**config.mk**
```make
export PLATFORM = sky130hd
export DESIGN_NAME = fm_wb_arbiter
export DESIGN_NICKNAME = d
export VERILOG_FILES = /design/src/rtl/diff_demo_pkg.sv /design/src/rtl/fm_wb_arbiter_rr.sv /design/src/rtl/fm_wb_arbiter.sv
export SDC_FILE = /design/constraint.sdc
export NUM_CORES = 1
export LEC_CHECK = 0
export CAP_MARGIN = 20
export CORE_ASPECT_RATIO = 2
export CORE_MARGIN = 1.5
export CORE_UTILIZATION = 58
export DETAILED_ROUTE_END_ITERATION = 10
export PLACE_DENSITY = 0.82
export SLEW_MARGIN = 10
export SYNTH_ARGS = -nofsm -noshare
export SYNTH_HDL_FRONTEND = slang
export SYNTH_SLANG_ARGS = --single-unit
```
**constraint.sdc**
```tcl
create_clock -name clk -period 8.6 [get_ports clk]
set_clock_uncertainty 0.15 [all_clocks]
set_input_delay 1.29 -clock clk [delete_from_list [all_inputs] [get_ports clk]]
set_output_delay 1.29 -clock clk [all_outputs]
set_load 0.01 [all_outputs]
```
**src/rtl/diff_demo_pkg.sv**
```systemverilog
// Shared configuration and state encoding for the feature-map write-back path.
package diff_demo_pkg;

    localparam int CONF_PE_ROW       = 4;
    localparam int CONF_FM_BUF_DEPTH = 4096;

    typedef enum logic [1:0] {
        WB_IDLE,
        WB_SETUP,
        WB_RUN,
        WB_DONE
    } wb_state_e;

endpackage

```
**src/rtl/fm_wb_arbiter_rr.sv**
```systemverilog
// Round-robin arbiter: the search starts at ptr, and ptr moves just past the winner on advance.
module rr_arbiter #(
    parameter int N     = 4,
    parameter int IDX_W = (N > 1) ? $clog2(N) : 1
) (
    input  logic             clk,
    input  logic             rst_n,
    input  logic [N-1:0]     req,
    input  logic             advance,
    output logic [N-1:0]     gnt,
    output logic [IDX_W-1:0] gnt_idx
);

    logic [IDX_W-1:0] ptr_q;
    logic [IDX_W-1:0] ptr_d;
    logic [IDX_W-1:0] pos;
    logic             found;

    always_comb begin
        gnt     = '0;
        gnt_idx = '0;
        found   = 1'b0;
        pos     = '0;
        for (int i = 0; i < N; i++) begin
            pos = IDX_W'((int'(ptr_q) + i) % N);
            if (!found && req[pos]) begin
                found    = 1'b1;
                gnt[pos] = 1'b1;
                gnt_idx  = pos;
            end
        end
    end

    always_comb begin
        ptr_d = ptr_q;
        if (advance) begin
            ptr_d = (gnt_idx == IDX_W'(N - 1)) ? '0 : gnt_idx + IDX_W'(1);
        end
    end

    always_ff @(posedge clk or negedge rst_n) begin
        if (!rst_n) begin
            ptr_q <= '0;
        end else begin
            ptr_q <= ptr_d;
        end
    end

endmodule

```
**src/rtl/fm_wb_arbiter.sv**
```systemverilog
// Shares the fm/guard write port among PE-row write-back channels. Each row writes
// one output-channel plane at a channel-major address.
//
// state    | meaning
// WB_IDLE  | waiting for start; the group configuration is captured on start
// WB_SETUP | NUM_REQ cycles; builds one row base per cycle and clears that row's pixel counter
// WB_RUN   | arbitrates the rows and registers one write per handshake
// WB_DONE  | single cycle with wb_done high
module fm_wb_arbiter
    import diff_demo_pkg::*;
#(
    parameter int NUM_REQ = CONF_PE_ROW,
    parameter int ADDR_W  = $clog2(CONF_FM_BUF_DEPTH)
) (
    input  logic                    clk,
    input  logic                    rst_n,
    input  logic                    start,
    input  logic [ADDR_W-1:0]       plane_size,
    input  logic [7:0]              co_base,
    input  logic [NUM_REQ-1:0]      row_en,
    output logic                    busy,
    output logic                    wb_done,
    input  logic [NUM_REQ-1:0]      req_valid,
    output logic [NUM_REQ-1:0]      req_ready,
    input  logic [NUM_REQ-1:0][7:0] req_data,
    input  logic [NUM_REQ-1:0][5:0] req_guard,
    output logic [NUM_REQ-1:0]      row_done,
    output logic                    fm_wr_en,
    output logic                    gd_wr_en,
    output logic [ADDR_W-1:0]       fm_wr_addr,
    output logic [ADDR_W-1:0]       gd_wr_addr,
    output logic [7:0]              fm_din,
    output logic [5:0]              gd_din
);

    localparam int IDX_W = (NUM_REQ > 1) ? $clog2(NUM_REQ) : 1;

    wb_state_e          state_q;
    logic               busy_q;
    logic               wb_done_q;
    logic [IDX_W-1:0]   setup_idx_q;
    logic [ADDR_W-1:0]  plane_q;
    logic [7:0]         co_base_q;
    logic [NUM_REQ-1:0] row_en_q;
    logic [NUM_REQ-1:0] row_done_q;

    logic [ADDR_W-1:0]  base_q    [NUM_REQ];
    logic [ADDR_W-1:0]  pix_cnt_q [NUM_REQ];
    logic [ADDR_W-1:0]  acc_q;

    logic               wr_en_q;
    logic [ADDR_W-1:0]  wr_addr_q;
    logic [7:0]         fm_din_q;
    logic [5:0]         gd_din_q;

    logic [NUM_REQ-1:0] eligible;
    logic [NUM_REQ-1:0] gnt;
    logic [IDX_W-1:0]   gnt_idx;
    logic               handshake;
    logic               all_fin;
    logic [ADDR_W-1:0]  base_d;
    logic [ADDR_W-1:0]  pix_sel;
    logic [ADDR_W-1:0]  wr_addr_d;

    // Finished rows drop out of arbitration, so their extra valids are never written.
    assign eligible  = (state_q == WB_RUN) ? (row_en_q & ~row_done_q & req_valid) : '0;
    assign handshake = |(req_valid & gnt);
    assign all_fin   = &(row_done_q | ~row_en_q);

    // Only the low ADDR_W bits of the product are kept, so the multiply is done at that width.
    assign base_d    = (setup_idx_q == '0) ? (ADDR_W'(co_base_q) * plane_q) : (acc_q + plane_q);
    assign pix_sel   = pix_cnt_q[gnt_idx];
    assign wr_addr_d = base_q[gnt_idx] + pix_sel;

    rr_arbiter #(
        .N     (NUM_REQ),
        .IDX_W (IDX_W)
    ) u_rr (
        .clk     (clk),
        .rst_n   (rst_n),
        .req     (eligible),
        .advance (handshake),
        .gnt     (gnt),
        .gnt_idx (gnt_idx)
    );

    always_ff @(posedge clk or negedge rst_n) begin
        if (!rst_n) begin
            state_q     <= WB_IDLE;
            busy_q      <= 1'b0;
            wb_done_q   <= 1'b0;
            setup_idx_q <= '0;
            plane_q     <= '0;
            co_base_q   <= '0;
            row_en_q    <= '0;
        end else begin
            wb_done_q <= 1'b0;
            case (state_q)
                WB_IDLE: begin
                    if (start) begin
                        state_q     <= WB_SETUP;
                        busy_q      <= 1'b1;
                        plane_q     <= plane_size;
                        co_base_q   <= co_base;
                        row_en_q    <= row_en;
                        setup_idx_q <= '0;
                    end
                end
                WB_SETUP: begin
                    if (setup_idx_q == IDX_W'(NUM_REQ - 1)) begin
                        state_q <= WB_RUN;
                    end else begin
                        setup_idx_q <= setup_idx_q + IDX_W'(1);
                    end
                end
                WB_RUN: begin
                    if (all_fin) begin
                        state_q   <= WB_DONE;
                        wb_done_q <= 1'b1;
                    end
                end
                WB_DONE: begin
                    state_q <= WB_IDLE;
                    busy_q  <= 1'b0;
                end
                default: begin
                    state_q <= WB_IDLE;
                    busy_q  <= 1'b0;
                end
            endcase
        end
    end

    always_ff @(posedge clk or negedge rst_n) begin
        if (!rst_n) begin
            for (int r = 0; r < NUM_REQ; r++) begin
                base_q[r]    <= '0;
                pix_cnt_q[r] <= '0;
            end
            acc_q      <= '0;
            row_done_q <= '0;
            wr_en_q    <= 1'b0;
            wr_addr_q  <= '0;
            fm_din_q   <= '0;
            gd_din_q   <= '0;
        end else begin
            wr_en_q <= handshake;
            if (handshake) begin
                wr_addr_q          <= wr_addr_d;
                fm_din_q           <= req_data[gnt_idx];
                gd_din_q           <= req_guard[gnt_idx];
                pix_cnt_q[gnt_idx] <= pix_sel + ADDR_W'(1);
                if (pix_sel == plane_q - ADDR_W'(1)) begin
                    row_done_q[gnt_idx] <= 1'b1;
                end
            end
            if (state_q == WB_IDLE && start) begin
                row_done_q <= '0;
            end
            if (state_q == WB_SETUP) begin
                base_q[setup_idx_q]    <= base_d;
                acc_q                  <= base_d;
                pix_cnt_q[setup_idx_q] <= '0;
            end
        end
    end

    assign busy       = busy_q;
    assign wb_done    = wb_done_q;
    assign req_ready  = gnt;
    assign row_done   = row_done_q;
    assign fm_wr_en   = wr_en_q;
    assign gd_wr_en   = wr_en_q;
    assign fm_wr_addr = wr_addr_q;
    assign gd_wr_addr = wr_addr_q;
    assign fm_din     = fm_din_q;
    assign gd_din     = gd_din_q;

endmodule

```
Word level (Yosys, flattened, before mapping):

Index checks and enable logic that the tools add are counted.

* word-level logic and storage cells: 161
* bits of input ports: 87
* register bits: 171
* output and inout bits: 50

* $mul: 1
* $add $sub $neg: 9
* reductions and logical operators: 27
* equal/unequal tests: 10
* bitwise logic cells: 14
* magnitude comparators: 14
* muxes and demuxes: 64

Operators with widths (number)
* $bwmux 48: 2
* $mux 48: 2
* $mux 12: 7
* $and 48x48->48: 1
* $bmux 12 s2: 2
* $demux 12 s2: 2
* $not 48->48: 1
* $mux 4: 8
* $add 12x12->12: 2
* $mux 2: 10
* $or 4x4->4: 5
* $bmux 8 s2: 1
* $lt 2x3->1 const B: 5
* $mux 1: 15
* $add 12x1->12 const B: 1
* $and 4x4->4: 3
* $bmux 6 s2: 1
* $eq 12x12->1: 1
* $mul 8x12->12: 1
* $sub 12x1->12 const B: 1
* $logic_and 1x1->1: 11
* $demux 1 s2: 5
* $ge 2x1->1 const B: 5
* $bmux 1 s2: 4
* 21 further kinds: 43

Depth between registers and ports, before layout:

Gate-level depths: netlist of the first run.

* depth in word-level cells: 25
* gate-level depth with buffers: 29
* mapped depth without buffers: 23

Modules after synthesis:

A second synthesis of the first run with hierarchy kept.

* cell total of the unflattened synthesis: 1155
* area, all modules: 11454.7 µm²

Modules (own cells, without submodules)
* fm_wb_arbiter: instances 1, sequential area each 4229.1 µm², cells an instance 1100, area each 10960.5 µm²
* rr_arbiter: instances 1, sequential area each 50.0 µm², cells an instance 55, area each 494.2 µm²

Worst setup path before layout of the first run:

OpenSTA, ideal clock, no wires.

* kind: in2reg
* start: input port req_valid[2]
* end: register wr_addr_q[10] (netlist: fm_wr_addr[10])
* library setup time: 0.141 ns
* buffers on the path: 5
* path slack: 2.160 ns
* stages on the path: 26
* data required time: 8.309 ns
* arrival: 6.149 ns
* cell sequence: and4b_1 clkbuf_1 mux4_2 a21oi_4 a211oi_2 a21oi_2 buf_6 inv_4 buf_6 clkbuf_1 clkbuf_1 nand2_1 and3_1 a31oi_1 ha_1 fa_1 a21o_1 maj3_1 mux2i_1 mux2_4 o21ai_1 a211oi_1 o21bai_1 a311oi_1 or3_1 a31oi_1

* cells in the longest elaborated chain, start to end: 19
* elaborated cells between the ends (all ways): 40
* those cells by class: add/sub: 1; mux: 26; bitwise: 6; reduce/logical: 7

RTL lines
* start, declared: RTL line fm_wb_arbiter.sv:23 `input logic [NUM_REQ-1:0] req_valid,`
* $and 4x4->4: RTL line fm_wb_arbiter.sv:66 `assign eligible = (state_q == WB_RUN) ? (row_en_q & ~row_done_q & req_valid) : '0;`
* $mux 4: RTL line fm_wb_arbiter.sv:66
* $bmux 1 s2: RTL line fm_wb_arbiter_rr.sv:26 `if (!found && req[pos]) begin`
* $mux 1 (not written as such): RTL line fm_wb_arbiter_rr.sv:26
* $mux 1: RTL line fm_wb_arbiter_rr.sv:26
* $logic_not 1->1: RTL line fm_wb_arbiter_rr.sv:26
* $logic_and 1x1->1: RTL line fm_wb_arbiter_rr.sv:26
* $mux 1: RTL line fm_wb_arbiter_rr.sv:26
* [... 2 more ...]
* $mux 1: RTL line fm_wb_arbiter_rr.sv:26
* $logic_not 1->1: RTL line fm_wb_arbiter_rr.sv:26
* $logic_and 1x1->1: RTL line fm_wb_arbiter_rr.sv:26
* $mux 2: RTL line fm_wb_arbiter_rr.sv:26
* $not 2->3 (not written as such): RTL line fm_wb_arbiter.sv:72, fm_wb_arbiter.sv:73
* $bmux 12 s2 (on tied branches): RTL line fm_wb_arbiter.sv:73, fm_wb_arbiter.sv:72
* $mux 12 (on tied branches) (2 in series): RTL line fm_wb_arbiter.sv:73, fm_wb_arbiter.sv:72
* $add 12x12->12: RTL line fm_wb_arbiter.sv:73 `assign wr_addr_d = base_q[gnt_idx] + pix_sel;`
* end signal, assigned: RTL line fm_wb_arbiter.sv:149 `wr_addr_q <= wr_addr_d;`
* end, declared: RTL line fm_wb_arbiter.sv:52 `logic [ADDR_W-1:0] wr_addr_q;`

Several ways; a longest one is shown, not always the timed one. The select of a mux whose other input is x is not followed.
A chain may end at the register's enable or synchronous reset.

Worst setup path in the final report of the first run:

Same ends and word-level chain as after synthesis.

==> key figures, run 1 <==
STA
  • RSZ-0062 raised after global routing: no
  • Setup tns final: 0 ns
  • Rel. slew slack: 32.60%
  • Final-report hold violation count: 0
  • Fmax: 144.4 MHz
  • Final worst path period need: 6.927 ns
  • Slew @ Worst Pin: 1.009 ns
  • Tcrit/Tclk final: 80.55%
  • Setup violators final: 0
  • Pins Over Slew Limit: 0

Yosys
  • FFs w/ async S/R, synth: 100.0%
  • Largest family of logic cells by synthesized area: simple AND/OR/NAND/NOR gates
  • Simple logic cell fraction of the synthesized area: 16.22%
  • Compound-cell area share of the yosys netlist: 13.26%
  • Syn_area_per_cell: 9.239 um2
  • Synth unique cells: 64
  • Seq/Total Area, Yosys: 35.79%
  • Synth Cell Area: 11960 um2
  • Syn_nets: 1480
  • Post-Syn Instances: 1294
  • Yosys top cell by area: dfrtp_1
  • Adder-Cell Fraction of Synth Area: 13.08%
  • Synth warn: 0
  • Post-synthesis mux area share: 10.47%
  • Xor/xnor share of the synthesized area: 4.689%
  • Area share of the largest cell type after synthesis: 35.79%
  • Number of synthesized flops with an enable pin: 0
  • Post-synthesis register bit count: 171
  • Most used DFF post-synth: dfrtp_1
  • Most area-consuming cells after synthesis: dfrtp_1 36%, nand2_1 6.6%, ha_1 6.4%

Floorplan
  • Row cnt: 74
  • Die ar.: 21540 um2
  • Io pins: 137
  • Starting density of the core: 58.96%
  • Die width: 104.5 um
  • CORE AREA: 20280 um2
  • Die Y: 206.0 um

Global route
  • Initial antenna violation count: 0
  • First-pass GRT wire length: 50320 um
  • Pin count of the biggest net entering global routing: 95
  • Overflow left after global routing: 0
  • Number of global-route vias before repair: 10214
  • GRT Total Usage: 30.29%

Drt
  • Via density: 5.910
  • WL per Instance: 19.15 um
  • DRC violations left: 0
  • Pre-antenna DRT Iters: 5
  • DR vias: 9740
  • Antenna-violating nets left: 0
  • DR iter-0 viols: 594
  • DRT Wirelength: 31560 um

Critical path
  • Bufs and invs on worst path: 2
  • Worst Path Max Fanout: 28
  • Critical path data required time: 8.75 ns
  • Crit path launch type: input pin
  • Crit Path Category: in2reg
  • Ordered list of cells on the worst path: clkdlybuf4s50_1 > and4b_1 > mux4_2 > a21oi_4 > a211oi_2 > a21oi_4 > buf_4 > mux2i_1 > mux2i_1 > fa_1 > a21o_1 > maj3_1 > mux2i_1 > mux2_4 > o21ai_1 > a211oi_1 > o21bai_1 > a311oi_1 > or3_1 > a31oi_1
  • Crit path DAT: 7.08 ns
  • Critical path endpoint category: flop
  • Worst path max stage delay: 0.60 ns
  • Most Frequent Cell on Critical Path: mux2i_1
  • Slowest CP cell: mux4_2
  • CP top delay family: compound AO/OA/AOI/OAI gates

Flow run
  • Max-Cap Viols: 0

Clock network
  • Post-CTS setup buffer count: 0
  • Clk sinks: 171
  • Cts hold-fix bufs: 0
  • CTS tree: done
  • Clk buf depth: 2
  • Root cell of the clock tree: clkbuf_16
  • Clock slew at reported path FFs: 0.07 ns
  • Clock latency at the later pin of the worst-skew pair: 0.44 ns
  • H-tree lvl count: 4
  • Post-CTS sizing: 0
  • CTS Buf Count: 17

Cells and area
  • FILL cells: 1529
  • Area grow syn2layout: 16.11%
  • Fraction of layout cells with a size suffix above 1: 8.900%
  • Nets: 1555
  • FF+latch area: 4279 um2
  • Antenna diodes: 0
  • Area of the multi-input gates: 6915 um2

Place
  • Routability cong.: 0.9323
  • Dpl hpwl: 23690 um
  • IO buf count: 136

Status
  • Run status: complete, no violations

Min path
  • HP Class: reg2reg
worst paths after layout:
path	startpoint	endpoint	slack, ns	depth (start not counted)
max	req_valid[2]	fm_wr_addr[10]$_DFFE_PN0N_	1.67	20
min	base_q[4]$_DFFE_PN0P_	base_q[4]$_DFFE_PN0P_	0.33	2
max reg2reg	u_rr.ptr_q[0]$_DFFE_PN0N_	fm_wr_addr[10]$_DFFE_PN0N_	1.67	20
min reg2reg	base_q[4]$_DFFE_PN0P_	base_q[4]$_DFFE_PN0P_	0.33	2
max in group asynchronous	rst_n	pix_cnt_q[26]$_DFF_PN0_	5.99	2
min in group asynchronous	rst_n	plane_q[9]$_DFFE_PN0P_	0.77	1
worst register-to-register path: cells and delay by family (launching register included):
kind	cells	cell delay, ns
compound gates	9	2.10
fa+ha+maj	3	1.42
mux	5	1.31
buf+inv	2	0.98
flops	1	0.66
simple gates	1	0.15
cell families (layout without fill, tap and decap cells):
group,count (synthesis),in the layout
AOI/OAI and AO/OA,256,256
DFF,171,171
and+or+nand+nor,418,418
muxes,108,108
xor gates and xnor gates,64,64
buffers and inverters,174,262
adders and majority gates,103,103
cell type report:
type	count	area share, %
multi-input cells	949	49.82
flip-flops and latches	171	30.83
clock inverters	13	1.019
clock buffers	19	3.263
repair buffers	147	10.41
inverters	83	2.262
well taps	266	2.398
sequential cells by signal (all words and copies together) (netlist names), 4 cells and up:
register and count:
fm_wr_addr 12, row_done 4, base_q 48, plane_q 12, co_base_q 8, row_en_q 4
pix_cnt_q 48, fm_din 8, acc_q 12, gd_din 6
routing by layer:
metal / track usage, % / wire length (um) / vias to the layer above
met4: 20.98 / 2078 / 0
met2: 59.26 / 17610 / 351
met1: 27.73 / 10560 / 4745
met5: 0 / 0 / -
met3: 5.203 / 1309 / 129
li1: - / - / 4515
synthesized netlist by cell type (all sizes together), types with 3 or more instances:
library cell and instances:
nand2 209, dfrtp 171, o21ai 93, inv 82, nor2 71, a21oi 63
ha 61, clkbuf 57, mux2i 56, and2 53, mux2 48, xnor2 45
fa 38, buf 34, a211oi 29, a31oi 28, and3 26, xor2 19
a22oi 14, nand3 13, a21o 11, nor3 11, nor2b 9, nand4 6
a22o 4, and4b 4, maj3 4, mux4 4, nand4b 4, o21bai 3
layout by cell type, fill, tap and decap left out, types with 3 or more instances in the layout:
cell type / n
clkbuf_16: 17
nand3_1: 11
fa_1: 38
xnor2_1: 45
a22o_1: 4
ha_1: 61
a31oi_1: 26
a211oi_1: 24
xor2_1: 19
mux4_2: 4
clkinvlp_4: 3
nand2_1: 209
inv_6: 3
mux2_2: 47
a22oi_1: 14
nor2b_1: 9
a211oi_2: 4
buf_4: 11
and2_1: 53
a21o_1: 11
clkdlybuf4s50_1: 135
mux2i_4: 3
maj3_1: 4
mux2i_1: 48
clkinv_2: 3
and3_1: 25
dfrtp_1: 171
nand4b_1: 4
nand4_1: 6
nor2_1: 71
a21oi_1: 61
o21ai_0: 91
and4b_1: 4
o21bai_1: 3
mux2i_2: 5
nor3_1: 9
inv_1: 80
stage by stage:
step / setup WS (ns) / hold slack [ns] / cell area (um2) / instances / util (%)
2_1_floorplan: 2.160 / 0.2956 / 11960 / 1294 / -
3_3_place_gp: 1.422 / 0.3119 / 13290 / 1616 / 65.53
3_5_place_dp: 1.287 / 0.3202 / 13290 / 1616 / 65.53
4_1_cts: 1.733 / 0.3355 / 13880 / 1648 / 68.46
5_1_grt: 1.364 / 0.3563 / 13880 / 1648 / 68.46
6_report: 1.673 / 0.3308 / 13880 / 1648 / 68.46
Power of run 1 is left out: the tool's default activity adds up to more than one toggle a clock period on the data nets, which glitch-free logic cannot reach.
==> run 2: changes to the inputs <==
==> constraint.sdc (replaced) <==
create_clock -name clk -period 6.6 [get_ports clk]
set_clock_uncertainty 0.15 [all_clocks]
set_input_delay 0.99 -clock clk [delete_from_list [all_inputs] [get_ports clk]]
set_output_delay 0.99 -clock clk [all_outputs]
set_load 0.01 [all_outputs]
==> key figures, run 2 (synthesis results as in run 1) <==
Min path
  • Hold-critical path depth: 2 (unchanged)
  • HP Class: reg2reg (unchanged)
  • Hold path start: base_q[10]$_DFFE_PN0P_ (was base_q[4]$_DFFE_PN0P_)
  • WHS Endpoint: base_q[10]$_DFFE_PN0P_ (was base_q[4]$_DFFE_PN0P_)

Clock network
  • Clk buf depth: 2 (unchanged)
  • CTS tree: done (unchanged)
  • H-tree lvl count: 4 (unchanged)
  • Cts hold-fix bufs: 0 (unchanged)
  • Clock latency at the later pin of the worst-skew pair: 0.45 ns (was 0.44 ns)
  • Clk sinks: 171 (unchanged)
  • Post-CTS sizing: 0 (unchanged)
  • Root cell of the clock tree: clkbuf_16 (unchanged)
  • CTS Buf Count: 17 (unchanged)
  • Post-CTS setup buffer count: 0 (unchanged)
  • Clock slew at reported path FFs: 0.07 ns (about the same)

STA
  • RSZ-0062 raised after global routing: no (unchanged)
  • Final worst path period need: 6.194 ns
  • Setup violators final: 0 (unchanged)
  • Final-report hold violation count: 0 (unchanged)
  • Slew @ Worst Pin: 0.9823 ns (was 1.009 ns)
  • Rel. slew slack: 34.36% (was 32.60%)
  • Tcrit/Tclk final: 93.84%
  • Fmax: 161.5 MHz
  • Pins Over Slew Limit: 0 (unchanged)
  • Setup tns final: 0 ns (unchanged)

Drt
  • DRT Wirelength: 32920 um (was 31560 um)
  • Antenna-violating nets left: 0 (unchanged)
  • DRC violations left: 0 (unchanged)
  • Pre-antenna DRT Iters: 5 (unchanged)
  • DR vias: 9852 (was 9740)
  • WL per Instance: 19.79 um (was 19.15 um)
  • DR iter-0 viols: 550 (was 594)
  • Via density: 5.924 (was 5.910)

Cells and area
  • Most frequent cells in the layout: 209 x nand2_1, 171 x dfrtp_1, 135 x clkdlybuf4s50_1 (unchanged)
  • Post-layout util: 69.10% (was 68.46%)
  • Nets: 1569 (was 1555)
  • Area grow syn2layout: 17.19% (was 16.11%)
  • Fraction of layout cells with a size suffix above 1: 9.742% (was 8.900%)
  • Biggest regs: base_q x48, pix_cnt_q x48 (unchanged)
  • Most common cell after layout, fill and taps aside: nand2_1 (unchanged)

Critical path
  • Critical R2R Launch: u_rr.ptr_q[1]$_DFFE_PN0N_ (was u_rr.ptr_q[0]$_DFFE_PN0N_)
  • Critical path data required time: 6.75 ns (was 8.75 ns)
  • Crit path DAT: 6.34 ns (was 7.08 ns)
  • Reg2Reg Depth: 19 (was 20)
  • Critical path endpoint category: flop (unchanged)
  • R2R Setup Slk: 0.41 ns (was 1.67 ns)
  • Worst Path Max Fanout: 8 (was 28)
  • RR Endpoint: fm_wr_addr[10]$_DFFE_PN0N_ (unchanged)
  • Crit Path Category: in2reg (unchanged)
  • Crit path launch type: input pin (unchanged)

Floorplan
  • Starting density of the core: 58.96% (unchanged)
  • Die Y: 206.0 um (unchanged)
  • Row cnt: 74 (unchanged)
  • Die width: 104.5 um (unchanged)
  • Io pins: 137 (unchanged)
  • CORE AREA: 20280 um2 (unchanged)
  • Die ar.: 21540 um2 (unchanged)

Global route
  • Number of global-route vias before repair: 10289 (was 10214)
  • Initial antenna violation count: 1 (was 0)
  • GRT Total Usage: 31.53% (was 30.29%)
  • Pin count of the biggest net entering global routing: 72 (was 95)
  • Overflow left after global routing: 0 (unchanged)
  • First-pass GRT wire length: 52190 um (was 50320 um)

Place
  • IO buf count: 136 (unchanged)
  • Routability cong.: 1.041 (was 0.9323)
  • Dpl hpwl: 24470 um (was 23690 um)

Flow run
  • Max-Cap Viols: 0 (unchanged)

Status
  • Run status: complete, no violations (unchanged)
[run 2: metrics by stage]
stage / hold slack, ns / worst slack, ns / cells / cell area (um2)
2_1_floorplan: 0.2956 / 0.4456 / 1294 / 11960
3_5_place_dp: 0.3195 / 0.08632 / 1630 / 13390
3_3_place_gp: 0.3121 / 0.1821 / 1630 / 13390
5_1_grt: 0.3556 / 0.1960 / 1663 / 14010
6_report: 0.3333 / 0.4064 / 1663 / 14010
4_1_cts: 0.3354 / 0.5073 / 1662 / 14010
[run 2: how the worst max path moves through the flow]
stage,start,cells after the start,end
after floorplan,u_rr.ptr_q[0]$_DFFE_PN0N_,28,fm_wr_addr[10]$_DFFE_PN0N_
after global placement,req_valid[2],22,fm_wr_addr[10]$_DFFE_PN0N_
after detailed placement,req_valid[2],22,fm_wr_addr[10]$_DFFE_PN0N_
after CTS,req_valid[2],22,fm_wr_addr[10]$_DFFE_PN0N_
after global routing,req_valid[2],22,fm_wr_addr[10]$_DFFE_PN0N_
final,req_valid[2],22,fm_wr_addr[10]$_DFFE_PN0N_
[run 2: area by class of cell]
class	instances	area, um2
Multi-Input combinational cell	949	6915
Fill cell	1521	6266
Sequential cell	171	4279
Timing Repair Buffer	161	1550
Clock buffer	20	456.7
Tap cell	266	332.8
Inverter	83	314.1
Clock inverter	12	160.2
Antenna cell	1	2.502
[run 2: critical path, stage by stage]
cell             delay (ns)
clkdlybuf4s50_1        0.46
and4b_1                0.29
mux4_2                 0.61
a21oi_4                0.23
a211oi_2               0.14
a21oi_4                0.37
inv_4                  0.09
nand2_1                0.08
and3_1                 0.15
a31oi_1                0.04
ha_1                   0.25
fa_1                   0.46
a21o_1                 0.25
maj3_1                 0.36
mux2i_1                0.19
mux2_4                 0.20
o21ai_1                0.08
a211oi_1               0.35
o21bai_1               0.16
a311oi_1               0.34
or3_1                  0.15
a31oi_1                0.08
[run 2: per-layer routing]
layer  wire, um  global-route usage, %  part of all wire, %
met2      18140                  61.35                   55
met3       1483                  5.519                  4.5
met4       2390                  22.87                  7.3
met5          0                      0                    0
met1      10900                  28.67                   33
Power of run 2 is left out for the same reason.
==> run 3: changes to the inputs <==
--- a/config.mk
+++ b/config.mk
@@ -8,9 +8,9 @@
 export CAP_MARGIN = 20
 export CORE_ASPECT_RATIO = 2
 export CORE_MARGIN = 1.5
-export CORE_UTILIZATION = 58
+export CORE_UTILIZATION = 60
 export DETAILED_ROUTE_END_ITERATION = 10
-export PLACE_DENSITY = 0.82
+export PLACE_DENSITY = 0.85
 export SLEW_MARGIN = 10
 export SYNTH_ARGS = -nofsm -noshare
 export SYNTH_HDL_FRONTEND = slang
==> constraint.sdc (replaced) <==
create_clock -name clk -period 7.74 [get_ports clk]
set_clock_uncertainty 0.15 [all_clocks]
set_input_delay 1.161 -clock clk [delete_from_list [all_inputs] [get_ports clk]]
set_output_delay 1.161 -clock clk [all_outputs]
set_load 0.01 [all_outputs]
==> key figures, run 3 (synthesis results as in run 1) <==
STA
  • Setup violators final: 0 (unchanged)
  • Setup tns final: 0 ns (unchanged)
  • Hold Slack: 0.3340 ns (was 0.3333 ns)
  • Fmax: 149.0 MHz
  • Pins Over Slew Limit: 0 (unchanged)
  • Final-report hold violation count: 0 (unchanged)
  • Final worst path period need: 6.711 ns
  • Tcrit/Tclk final: 86.70%
  • RSZ-0062 raised after global routing: no (unchanged)
  • Rel. slew slack: 29.91% (was 34.36%)
  • Slew @ Worst Pin: 1.051 ns (was 0.9823 ns)

Clock network
  • Post-CTS setup buffer count: 0 (unchanged)
  • CTS tree: done (unchanged)
  • Clock latency at the later pin of the worst-skew pair: 0.44 ns (was 0.45 ns)
  • H-tree lvl count: 4 (unchanged)
  • Root cell of the clock tree: clkbuf_16 (unchanged)
  • CTS Buf Count: 17 (unchanged)
  • Clock slew at reported path FFs: 0.07 ns (about the same)
  • Post-CTS sizing: 0 (unchanged)
  • Clk buf depth: 2 (unchanged)
  • Clk sinks: 171 (unchanged)
  • Cts hold-fix bufs: 0 (unchanged)

Critical path
  • RR Endpoint: fm_wr_addr[10]$_DFFE_PN0N_ (unchanged)
  • Critical path endpoint category: flop (unchanged)
  • Worst path max stage delay: 0.67 ns (was 0.61 ns)
  • Critical path data required time: 7.87 ns (was 6.75 ns)
  • R2R Setup Slk: 1.03 ns (was 0.41 ns)
  • Slowest CP cell: dfrtp_1 (was mux4_2)
  • Crit path capture: fm_wr_addr[10]$_DFFE_PN0N_ (unchanged)
  • Setup crit start: u_rr.ptr_q[0]$_DFFE_PN0N_ (was req_valid[2])
  • Crit path launch type: flop (was input pin)
  • Ordered list of cells on the worst path: clkinv_1 > ha_1 > mux4_2 > a21oi_4 > a211oi_2 > a21oi_4 > buf_4 > mux2i_1 > mux2i_1 > fa_1 > a21o_1 > maj3_1 > mux2i_1 > mux2_4 > o21ai_1 > a211oi_1 > o21bai_1 > a311oi_1 > or3_1 > a31oi_1 (was clkdlybuf4s50_1 > and4b_1 > mux4_2 > a21oi_4 > a211oi_2 > a21oi_4 > inv_4 > nand2_1 > and3_1 > a31oi_1 > ha_1 > fa_1 > a21o_1 > maj3_1 > mux2i_1 > mux2_4 > o21ai_1 > a211oi_1 > o21bai_1 > a311oi_1 > or3_1 > a31oi_1)
  • Critical R2R Launch: u_rr.ptr_q[0]$_DFFE_PN0N_ (was u_rr.ptr_q[1]$_DFFE_PN0N_)
  • Reg2Reg Depth: 20 (was 19)
  • Crit Path Category: reg2reg (was in2reg)
  • Crit path DAT: 6.84 ns (was 6.34 ns)
  • Most Frequent Cell on Critical Path: mux2i_1
  • Worst Path Max Fanout: 28 (was 8)

Global route
  • Number of global-route vias before repair: 10583 (was 10289)
  • M2 GR Usage: 60.57% (was 61.35%)
  • GRT Total Usage: 33.80% (was 31.53%)
  • GR Util met3: 8.709% (was 5.519%)
  • Pin count of the biggest net entering global routing: 102 (was 72)
  • Met1 Track Usage GR: 31.20% (was 28.67%)
  • Overflow left after global routing: 0 (unchanged)
  • Initial antenna violation count: 2 (was 1)
  • Global route hottest layer: met2 (unchanged)
  • First-pass GRT wire length: 53140 um (was 52190 um)

Drt
  • Pre-antenna DRT Iters: 5 (unchanged)
  • WL per Instance: 20.18 um (was 19.79 um)
  • DR vias: 10046 (was 9852)
  • DRC violations left: 0 (unchanged)
  • DR iter-0 viols: 612 (was 550)
  • Antenna-violating nets left: 0 (unchanged)
  • Via density: 6.107 (was 5.924)
  • DRT Wirelength: 33200 um (was 32920 um)

Floorplan
  • Die width: 102.8 um (was 104.5 um)
  • Io pins: 137 (unchanged)
  • Die ar.: 20830 um2 (was 21540 um2)
  • Row cnt: 72 (was 74)
  • Die Y: 202.6 um (was 206.0 um)
  • Starting density of the core: 61.44% (was 58.96%)
  • CORE AREA: 19460 um2 (was 20280 um2)

Cells and area
  • Nets: 1558 (was 1569)
  • Fin cells: 1645 (was 1663)
  • Most frequent cells in the layout: 209 x nand2_1, 171 x dfrtp_1, 135 x clkdlybuf4s50_1 (unchanged)
  • Fraction of layout cells with a size suffix above 1: 8.815% (was 9.742%)
  • Cell area after layout: 13940 um2 (was 14010 um2)
  • Biggest regs: base_q x48, pix_cnt_q x48 (unchanged)
  • Area grow syn2layout: 16.58% (was 17.19%)
  • Most common cell after layout, fill and taps aside: nand2_1 (unchanged)

Place
  • Routability cong.: 0.9639 (was 1.041)
  • Placed cell area: 13300 um2 (was 13390 um2)
  • IO buf count: 136 (unchanged)
  • Dpl hpwl: 24250 um (was 24470 um)
  • Placed cells: 1612 (was 1630)

Flow run
  • Max-Cap Viols: 0 (unchanged)

Min path
  • HP Class: reg2reg (unchanged)

Status
  • Run status: complete, no violations (unchanged)
## run 3: cell types whose count changed in the layout (fill, tap and decap cells not counted)
cell / delta
inv_6: -3
clkinv_4: +1
clkbuf_1: +2
diode_2: +1
clkinvlp_4: -1
bufinv_16: +2
clkbuf_8: -2
buf_4: -11
## run 3: metrics by stage
stage / util (%) / setup WS (ns)
3_5_place_dp: 68.35 / 0.7772
5_1_grt: 71.62 / 0.6203
4_1_cts: 71.60 / 1.112
3_3_place_gp: 68.35 / 1.009
2_1_floorplan: - / 1.429
6_report: 71.62 / 1.029
## run 3: worst min path at each step
stage,start,endpoint,slack [ns],cells after the start
2_1_floorplan,base_q[37]$_DFFE_PN0P_,base_q[37]$_DFFE_PN0P_,0.30,2
3_3_place_gp,base_q[41]$_DFFE_PN0P_,base_q[41]$_DFFE_PN0P_,0.31,2
3_5_place_dp,base_q[34]$_DFFE_PN0P_,base_q[34]$_DFFE_PN0P_,0.32,2
4_1_cts,base_q[34]$_DFFE_PN0P_,base_q[34]$_DFFE_PN0P_,0.34,2
5_1_grt,base_q[38]$_DFFE_PN0P_,base_q[38]$_DFFE_PN0P_,0.36,2
6_report,base_q[34]$_DFFE_PN0P_,base_q[34]$_DFFE_PN0P_,0.33,2
## run 3: layout make-up
| type | instances | area, um2 |
|---|---|---|
| clock buffer | 20 | 436.7 |
| inverter | 83 | 314.1 |
| sequential | 171 | 4279 |
| antenna | 2 | 5.005 |
| timing repair buffer | 150 | 1468 |
| fill | 1428 | 5522 |
| clock inverter | 11 | 195.2 |
| tap | 259 | 324.1 |
| multi-input combinational | 949 | 6915 |
## run 3: critical path, delay by kind of cell, from the launching register on
family | cells | cell delay, ns
multiplexers | 5 | 1.31
buffers and inverters | 2 | 0.90
AND/OR/NAND/NOR | 1 | 0.15
flip-flops | 1 | 0.67
AO/OA/AOI/OAI | 9 | 1.93
adder cells (fa/ha/maj) | 3 | 1.42
## run 3: layer usage
metal / wire length [um] / vias to the layer above
li1: - / 4528
met1: 10520 / 4880
met3: 2108 / 173
met2: 17910 / 465
met5: 0 / -
met4: 2664 / 0
Power of run 3 is left out for the same reason.
